File: src/rtl/tinyalu_rtl_pkg.sv
// Shared opcode encodings, FSM state type and counter width for the TinyALU
// responder RTL.
package tinyalu_rtl_pkg;

  localparam logic [2:0] OP_NOP = 3'b000;
  localparam logic [2:0] OP_ADD = 3'b001;
  localparam logic [2:0] OP_AND = 3'b010;
  localparam logic [2:0] OP_XOR = 3'b011;
  localparam logic [2:0] OP_MUL = 3'b100;

  // Wide enough for MUL_LAT-1 with MUL_LAT up to 8.
  localparam int CNT_W = 3;

  typedef enum logic [1:0] {
    S_IDLE,
    S_MUL,
    S_WAIT_LOW
  } state_t;

endpackage

File: src/rtl/tinyalu_mul_pipe.sv
// Unsigned 8x8 multiplier pipeline for the TinyALU.
// The product is formed when valid_in is high and then shifts through
// LAT-1 registers. The consumer's result register is the final stage, so
// the product is in that register LAT edges after valid_in.
module tinyalu_mul_pipe #(
  parameter int LAT = 3
) (
  input  logic        clk,
  input  logic        clr_n,
  input  logic        valid_in,
  input  logic [7:0]  a,
  input  logic [7:0]  b,
  output logic        valid_out,
  output logic [15:0] product
);

  localparam int N = LAT - 1;

  logic [N-1:0] vld_q;
  logic [15:0]  data_q [N];

  // Valid shift register. The synchronous clear drops any product in flight.
  always_ff @(posedge clk) begin
    // NOTE: sequential state uses non-blocking assignments, so every stage
    // samples its predecessor's value from before this edge.
    if (!clr_n) begin
      vld_q <= '0;
    end else begin
      vld_q[0] <= valid_in;
      for (int i = 1; i < N; i++) begin
        vld_q[i] <= vld_q[i-1];
      end
    end
  end

  // Data shift register. Stage 0 loads only on valid_in, so idle operands,
  // including X, never enter the pipe.
  always_ff @(posedge clk) begin
    // NOTE: the data stages have no reset. valid gates every use of the data,
    // so a reset here would only add cost.
    if (valid_in) begin
      data_q[0] <= 16'(a) * 16'(b);
    end
    for (int i = 1; i < N; i++) begin
      data_q[i] <= data_q[i-1];
    end
  end

  assign valid_out = vld_q[N-1];
  assign product   = data_q[N-1];

endmodule

File: src/rtl/tinyalu_core.sv
// TinyALU responder. An operation is accepted on a start handshake.
// add, and, xor and nop finish at the accept edge. mul goes through
// tinyalu_mul_pipe and finishes MUL_LAT-1 edges after the accept edge.
// done is a one-cycle pulse. result holds the last completed value.
// MUL_LAT must be in the range 2..8.
module tinyalu_core #(
  parameter int MUL_LAT = 3
) (
  input  logic        clk,
  input  logic        rst_n,
  input  logic [7:0]  A,
  input  logic [7:0]  B,
  input  logic [2:0]  op,
  input  logic        start,
  output logic        done,
  output logic [15:0] result,
  output logic        busy
);

  import tinyalu_rtl_pkg::*;

  state_t             state_q, state_d;
  logic [CNT_W-1:0]   cnt_q, cnt_d;
  logic               done_d, busy_d;
  logic [15:0]        result_d;
  logic               mul_start, mul_valid;
  logic [15:0]        mul_product;

  tinyalu_mul_pipe #(
    .LAT (MUL_LAT)
  ) u_mul_pipe (
    .clk       (clk),
    .clr_n     (rst_n),
    .valid_in  (mul_start),
    .a         (A),
    .b         (B),
    .valid_out (mul_valid),
    .product   (mul_product)
  );

  // Next-state, output and counter decode.
  always_comb begin
    // NOTE: every signal gets a default first, so no path through the case
    // leaves one unassigned and no latch is inferred.
    state_d   = state_q;
    cnt_d     = cnt_q;
    done_d    = 1'b0;
    busy_d    = busy;
    result_d  = result;
    mul_start = 1'b0;
    unique case (state_q)
      S_IDLE: begin
        if (start) begin
          state_d = S_WAIT_LOW;
          done_d  = 1'b1;
          case (op)
            OP_ADD: result_d = {7'b0, {1'b0, A} + {1'b0, B}};
            OP_AND: result_d = {8'b0, A & B};
            OP_XOR: result_d = {8'b0, A ^ B};
            OP_MUL: begin
              state_d   = S_MUL;
              done_d    = 1'b0;
              busy_d    = 1'b1;
              cnt_d     = CNT_W'(MUL_LAT - 1);
              mul_start = 1'b1;
            end
            default: ;  // nop and illegal opcodes leave result unchanged
          endcase
        end
      end
      S_MUL: begin
        cnt_d = cnt_q - 1'b1;
        if (mul_valid) begin
          state_d  = S_WAIT_LOW;
          result_d = mul_product;
          done_d   = 1'b1;
        end
      end
      S_WAIT_LOW: begin
        busy_d = 1'b0;
        if (!start) begin
          state_d = S_IDLE;
        end
      end
      default: state_d = S_IDLE;
    endcase
  end

  // State and registered outputs, with synchronous reset.
  always_ff @(posedge clk) begin
    if (!rst_n) begin
      state_q <= S_IDLE;
      cnt_q   <= '0;
      done    <= 1'b0;
      busy    <= 1'b0;
      result  <= '0;
    end else begin
      state_q <= state_d;
      cnt_q   <= cnt_d;
      done    <= done_d;
      busy    <= busy_d;
      result  <= result_d;
    end
  end

  // The local countdown and the pipe's valid_out must agree on when mul ends.
  a_cnt_matches_pipe: assert property (@(posedge clk) disable iff (!rst_n)
    (state_q == S_MUL) |-> (mul_valid == (cnt_q == CNT_W'(1))));

  // done is a single-cycle pulse.
  a_done_pulse: assert property (@(posedge clk) disable iff (!rst_n)
    done |=> !done);

endmodule

File: config.mk
export PLATFORM = sky130hd
export DESIGN_NAME = tinyalu_core
export DESIGN_NICKNAME = d
export VERILOG_FILES = /design/src/rtl/tinyalu_rtl_pkg.sv /design/src/rtl/tinyalu_mul_pipe.sv /design/src/rtl/tinyalu_core.sv
export SDC_FILE = /design/constraint.sdc
export NUM_CORES = 1
export LEC_CHECK = 0
export ABC_AREA = 1
export CORE_UTILIZATION = 25
export DETAILED_ROUTE_END_ITERATION = 8
export SLEW_MARGIN = 40
export SYNTH_ARGS = -nofsm -noshare
export SYNTH_HDL_FRONTEND = slang
export SYNTH_SLANG_ARGS = --single-unit
File: constraint.sdc
create_clock -name clk -period 5.6 [get_ports clk]
set_clock_uncertainty 0.05 [all_clocks]
set_input_delay 1.12 -clock clk [delete_from_list [all_inputs] [get_ports clk]]
set_output_delay 1.12 -clock clk [all_outputs]
set_load 0.01 [all_outputs]
==> metrics.cfg, run 1 <==
[critical_path]
cp_max_fo=8
cp.required_ns=5.58
endpoint_kind=flop
crit_type=primary input to flop
crit_path_start_kind=primary input
critPathArrivalTime_ns=5.19
critPathLaunch=B[4]
r2r_start=state_q[0]$_SDFFE_PN0P_

[floorplan]
die_y_um=133
start_util_pct=25.7
die_area_sq_um=17600
io_pins=40
die_w_um=133
core-area_sq_um=16600
rows=47

[grt]
grt_max_degree=20
antenna_found_initial=0
grt_pass1_vias=3632
grt_usage_pct=12.2
overflow=0
grt_pass1_wl_mm=17.0

[sta]
rsz0062_at_grt=false
finalSetupViolCount=0
fin_crit_sh_pct=93.1
slew_violations=0
worst_slew_pin_slew_ns=0.430
period_minus_slack_ns=5.21
hold_viol=0
fmax_mhz=192
relSlewSlack_pct=71.3
fin_setup_tns_ns=0

[clocking]
cts_tree=yes
clock_latency_ns=0.29
numClockSinks=54
cts_buffer_depth=2
ctsHoldBuffers=0
post_cts_buffers=0
cts_resized=0
clock-root-buffer=clkbuf_16
clkTransAtPathRegs_ns=0.07
cts_buffers=5
cts_max_level=2

[drt]
wl_per_cell_um=11.8
initialDrtViolationCount=193
drc=0
first_pass_iters=4
vias=3407
viasPerCell=4.20
drt_wl_total_mm=9.61
antenna_left=0

[logic_synthesis]
ys.flop_type=dfxtp_1
synth-seq-area-share_pct=29.0
yosysWarnings=0
synth_simple_gate_area_share_pct=17.2
synth_mux_area_share_pct=0
synthCells=534
synthArstFlopShare_pct=0
synth.distinct_cells=31
ys_ff_latch=54
syn_area_per_cell_sq_um=8.01
synth-xor-area-share_pct=2.87
synth_compound_area_share_pct=8.60
synth_top_family_by_area=adder cells
synth_adder_area_share_pct=30.2
synth_nets=637
syn_area_sq_um=4280
synth_edf_count=16

[power]
vdd_drop_max_mv=0.140
power.total_mw=1.48
p_leak_nw=2.75
powerDensity_nw_per_um2=285

[flow_run]
maxCapViolations=0

[cells_and_area]
drive_above_1_share_pct=5.75
area_growth_pct=21.5
fin_nets=693
diodes=0

[status]
outcome=finished clean

[placed_design]
dp.final_hpwl_mm=8.00
port_buffers=39
place.gp.congestion=0.827

[hold_path]
hp-class=flop to flop
min_from=u_mul_pipe.data_q[0][6]$_DFFE_PP_

==> critical path: stages <==
cell and delay [ns]:
clkdlybuf4s50_1 0.56, ha_1 0.30, fa_1 0.56, fa_1 0.45
fa_1 0.55, inv_1 0.05, fa_1 0.53, inv_1 0.04
ha_1 0.34, a21oi_1 0.19, o21ai_0 0.14, nand2_1 0.08
o2111ai_1 0.12, xor2_1 0.17
==> power by group <==
| part | internal [mW] | leakage [nW] | switching (mW) |
|---|---|---|---|
| registers | 0.458 | 0.460 | 0.00802 |
| logic | 0.287 | 2.21 | 0.401 |
| clock network | 0.191 | 0.0818 | 0.135 |
| total | 0.936 | 2.75 | 0.545 |
==> logic make-up (layout without fill, tap and decap cells) <==
| logic type | count (synthesis) | after routing |
|---|---|---|
| adders and majority gates | 81 | 81 |
| AOI/OAI and AO/OA | 67 | 67 |
| DFF | 54 | 54 |
| xor gates and xnor gates | 14 | 14 |
| buffers and inverters | 138 | 195 |
| and+or+nand+nor | 180 | 180 |
==> state kept, by name (all words and copies together), names as in the netlist <==
name               count
u_mul_pipe.data_q     32
result                16
state_q                2
u_mul_pipe.vld_q       2
busy                   1
done                   1
==> cells in the final DEF, fill, tap and decap left out <==
cell type | netlist | routed
nor2_4 | 1 | 1
o21ai_2 | 1 | 1
o21ai_0 | 9 | 9
clkdlybuf4s50_1 | 0 | 39
xnor2_1 | 6 | 6
buf_4 | 0 | 16
nor3_4 | 1 | 1
o31ai_1 | 1 | 1
nand3_1 | 14 | 14
o211ai_1 | 5 | 5
fa_1 | 37 | 37
nor3_1 | 2 | 2
o21bai_1 | 1 | 1
nand2_1 | 134 | 134
nor2_1 | 24 | 24
o2111ai_1 | 1 | 1
clkbuf_16 | 0 | 6
nand2_2 | 1 | 1
clkinv_2 | 1 | 3
a22oi_1 | 2 | 2
o21ai_1 | 7 | 7
nand4_1 | 1 | 1
a21oi_1 | 39 | 39
dfxtp_1 | 38 | 38
ha_1 | 44 | 44
nor3_2 | 1 | 1
inv_1 | 128 | 128
inv_2 | 3 | 3
xor2_1 | 8 | 8
edfxtp_1 | 16 | 16
a211oi_1 | 1 | 1
nand2_4 | 1 | 1
==> final cells by class <==
cell class	instances	area, sq um
Inverter	132	497
Tap cell	220	275
Fill cell	1782	11400
Multi-Input combinational cell	342	2520
Timing Repair Buffer	55	510
Clock buffer	6	150
Clock inverter	2	10.0
Sequential cell	54	1240
==> worst paths after layout <==
path                                   endpoint  slack, ns  cells past startpoint
max reg2reg              result[2]$_SDFFE_PN0P_       3.98                      9
min            u_mul_pipe.data_q[0][22]$_DFF_P_       0.29                      0
max          u_mul_pipe.data_q[0][13]$_DFFE_PP_       0.39                     14
min reg2reg    u_mul_pipe.data_q[0][22]$_DFF_P_       0.29                      0
==> routing by layer <==
layer	global-route usage (%)	wire length [um]	vias up
met5	0	0	-
li1	-	-	1744
met1	14.6	4280	1593
met2	22.1	4780	59
met4	2.04	115	0
met3	2.80	434	11
==> Yosys cell counts, drive strengths merged (5+ instances only) <==
library cell  count  area [sq um]
xnor2             6          52.6
ha               44           551
nand2           136           521
o21ai            17          88.8
nand3            14          70.1
inv             131           492
nor2             25           101
o211ai            5          37.5
a21oi            39           195
dfxtp            38           761
xor2              8          70.1
fa               37           741
edfxtp           16           480
==> per-stage QoR <==
step / instances / hold slack [ns] / setup WS [ns] / util [%] / cell area [sq um]
3_5_place_dp: 803 / 0.277 / 0.0590 / 30.3 / 5040
4_1_cts: 811 / 0.289 / 0.360 / 31.2 / 5200
2_1_floorplan: 534 / 0.273 / 0.746 / - / 4280
6_report: 811 / 0.288 / 0.388 / 31.2 / 5200
5_1_grt: 811 / 0.297 / 0.123 / 31.2 / 5200
3_3_place_gp: 803 / 0.275 / 0.107 / 30.3 / 5040
Note: power is estimated with default switching activity, not from simulation.
==> inputs of run 2 (changes only) <==
CORE_UTILIZATION = 45   (was 25)
PLACE_DENSITY = 0.65   (was default)
==> run 2 against run 1 <==
Effect of this change:
- first-iteration DRC count down 12%
- sequential power about the same
- clock power down 21%
- non-clock buffer count down 6
- sequential share of layout area up 1.0 points
- via count up 1.6%
- hold slack better by 0.00057 ns
- setup slack worse by 0.062 ns
- final cell count down 12%
- register-to-register slack about the same
- fmax down 1.2%
- highest routed layer unchanged
==> metrics.cfg, run 2 (synthesized netlist as in run 1, its figures left out) <==
[drt]
initialDrtViolationCount=169
wl_per_cell_um=12.7
drc=0
antenna_left=0
vias=3463
first_pass_iters=4
viasPerCell=4.85
drt_wl_total_mm=9.06

[power]
powerDensity_nw_per_um2=283
switching_share_pct=38.2
p_seq_share_pct=32.9
combPwrFrac_pct=48.8
p_int_uw=873
p_switching_uw=540
vdd_drop_max_mv=0.151
power.total_mw=1.41
p_leak_nw=2.69
clkPwrFrac_pct=18.3

[placed_design]
place.gp.congestion=0.917
port_buffers=39
dp.final_hpwl_mm=7.50

[sta]
fin_crit_sh_pct=94.2
hold_ws_ns=0.288
slew_violations=0
relSlewSlack_pct=71.9
worst_slew_pin_slew_ns=0.417
hold_viol=0
fmax_mhz=190
fin_setup_tns_ns=0
finalSetupViolCount=0
period_minus_slack_ns=5.27
rsz0062_at_grt=false

[cells_and_area]
top_regs=u_mul_pipe.data_q: 32 flops, result: 16 flops
diodes=0
largest_reg_flops=32
final_common_cell=nand2_1
drive_above_1_share_pct=4.62
fin_util_pct=54.0
area_growth_pct=16.6
fin_nets=687
nFillCells=884
layout_common_cells=nand2_1 (134), inv_1 (128), ha_1 (44), a21oi_1 (39), clkdlybuf4s50_1 (39)
top_register=u_mul_pipe.data_q

[floorplan]
die_y_um=99.5
die_area_sq_um=9900
die_w_um=99.5
start_util_pct=46.3
io_pins=40
rows=35
core-area_sq_um=9240

[flow_run]
maxCapViolations=0

[clocking]
cts_buffer_depth=2
cts_tree=yes
clock-root-buffer=clkbuf_8
post_cts_buffers=0
clkTransAtPathRegs_ns=0.10
cts_resized=0
numClockSinks=54
clock_latency_ns=0.30
ctsHoldBuffers=0
cts_buffers=5
cts_max_level=2

[critical_path]
endpoint_kind=flop
crit_path_start_kind=primary input
crit_type=primary input to flop
critPathArrivalTime_ns=5.27
cp_max_fo=8
cp.required_ns=5.60

[grt]
grt_pass1_wl_mm=16.1
antenna_found_initial=0
overflow=0
grt_max_degree=20
grt_pass1_vias=3536
grt_usage_pct=20.7

[hold_path]
hp-class=flop to flop

[status]
outcome=finished clean

==> run 2: final cells by class <==
type	instances	area, sq um	share of cell area (%)
Clock buffer	6	72.6	1.45
Multi-Input combinational cell	342	2520	50.4
Tap cell	129	161	3.23
Sequential cell	54	1240	24.9
Clock inverter	2	36.3	0.727
Inverter	132	497	9.95
Timing Repair Buffer	49	465	9.33
==> run 2: worst paths after layout <==
kind	startpoint	endpoint	slack, ns	cells after the start
worst max-delay path	B[4]	u_mul_pipe.data_q[0][12]$_DFFE_PP_	0.33	13
worst min-delay path	u_mul_pipe.data_q[0][10]$_DFFE_PP_	u_mul_pipe.data_q[0][26]$_DFF_P_	0.29	0
worst max register to register	state_q[0]$_SDFFE_PN0P_	result[2]$_SDFFE_PN0P_	3.99	9
worst min register to register	u_mul_pipe.data_q[0][10]$_DFFE_PP_	u_mul_pipe.data_q[0][26]$_DFF_P_	0.29	0
==> run 2: through the flow <==
stage / setup WS, ns / area, sq um / std cells
floorplan: 0.746 / 4280 / 534
global placement: 0.0756 / 4880 / 706
detailed placement: 0.00798 / 4880 / 706
CTS: 0.324 / 4990 / 714
global route: 0.105 / 4990 / 714
finish: 0.327 / 4990 / 714
==> run 2: power groups by stage <==
| stage | clock network (mW) | logic [mW] | registers (mW) |
|---|---|---|---|
| after floorplan | 0 | 0.504 | 0.477 |
| after global placement | 0 | 0.677 | 0.474 |
| after detailed placement | 0 | 0.690 | 0.475 |
| after CTS | 0.261 | 0.697 | 0.466 |
| after global routing | 0.281 | 0.804 | 0.468 |
| final | 0.258 | 0.690 | 0.465 |
==> run 2: layer usage <==
layer | global-route usage (%) | up-vias | part of all wire [%] | wire, um
met2 | 37.3 | 97 | 50 | 4510
met4 | 6.11 | 0 | 2.3 | 206
met1 | 26.0 | 1615 | 43 | 3940
met3 | 2.53 | 17 | 4.5 | 409
met5 | 0 | - | 0 | 0
li1 | - | 1734 | - | -
==> run 2: worst max-delay path, stage by stage <==
cell             delay, ns
clkdlybuf4s50_1       0.56
ha_1                  0.34
fa_1                  0.58
fa_1                  0.44
fa_1                  0.54
inv_1                 0.05
fa_1                  0.52
inv_1                 0.04
ha_1                  0.34
nand2_1               0.09
o211ai_1              0.33
a21oi_1               0.14
xor2_1                0.16
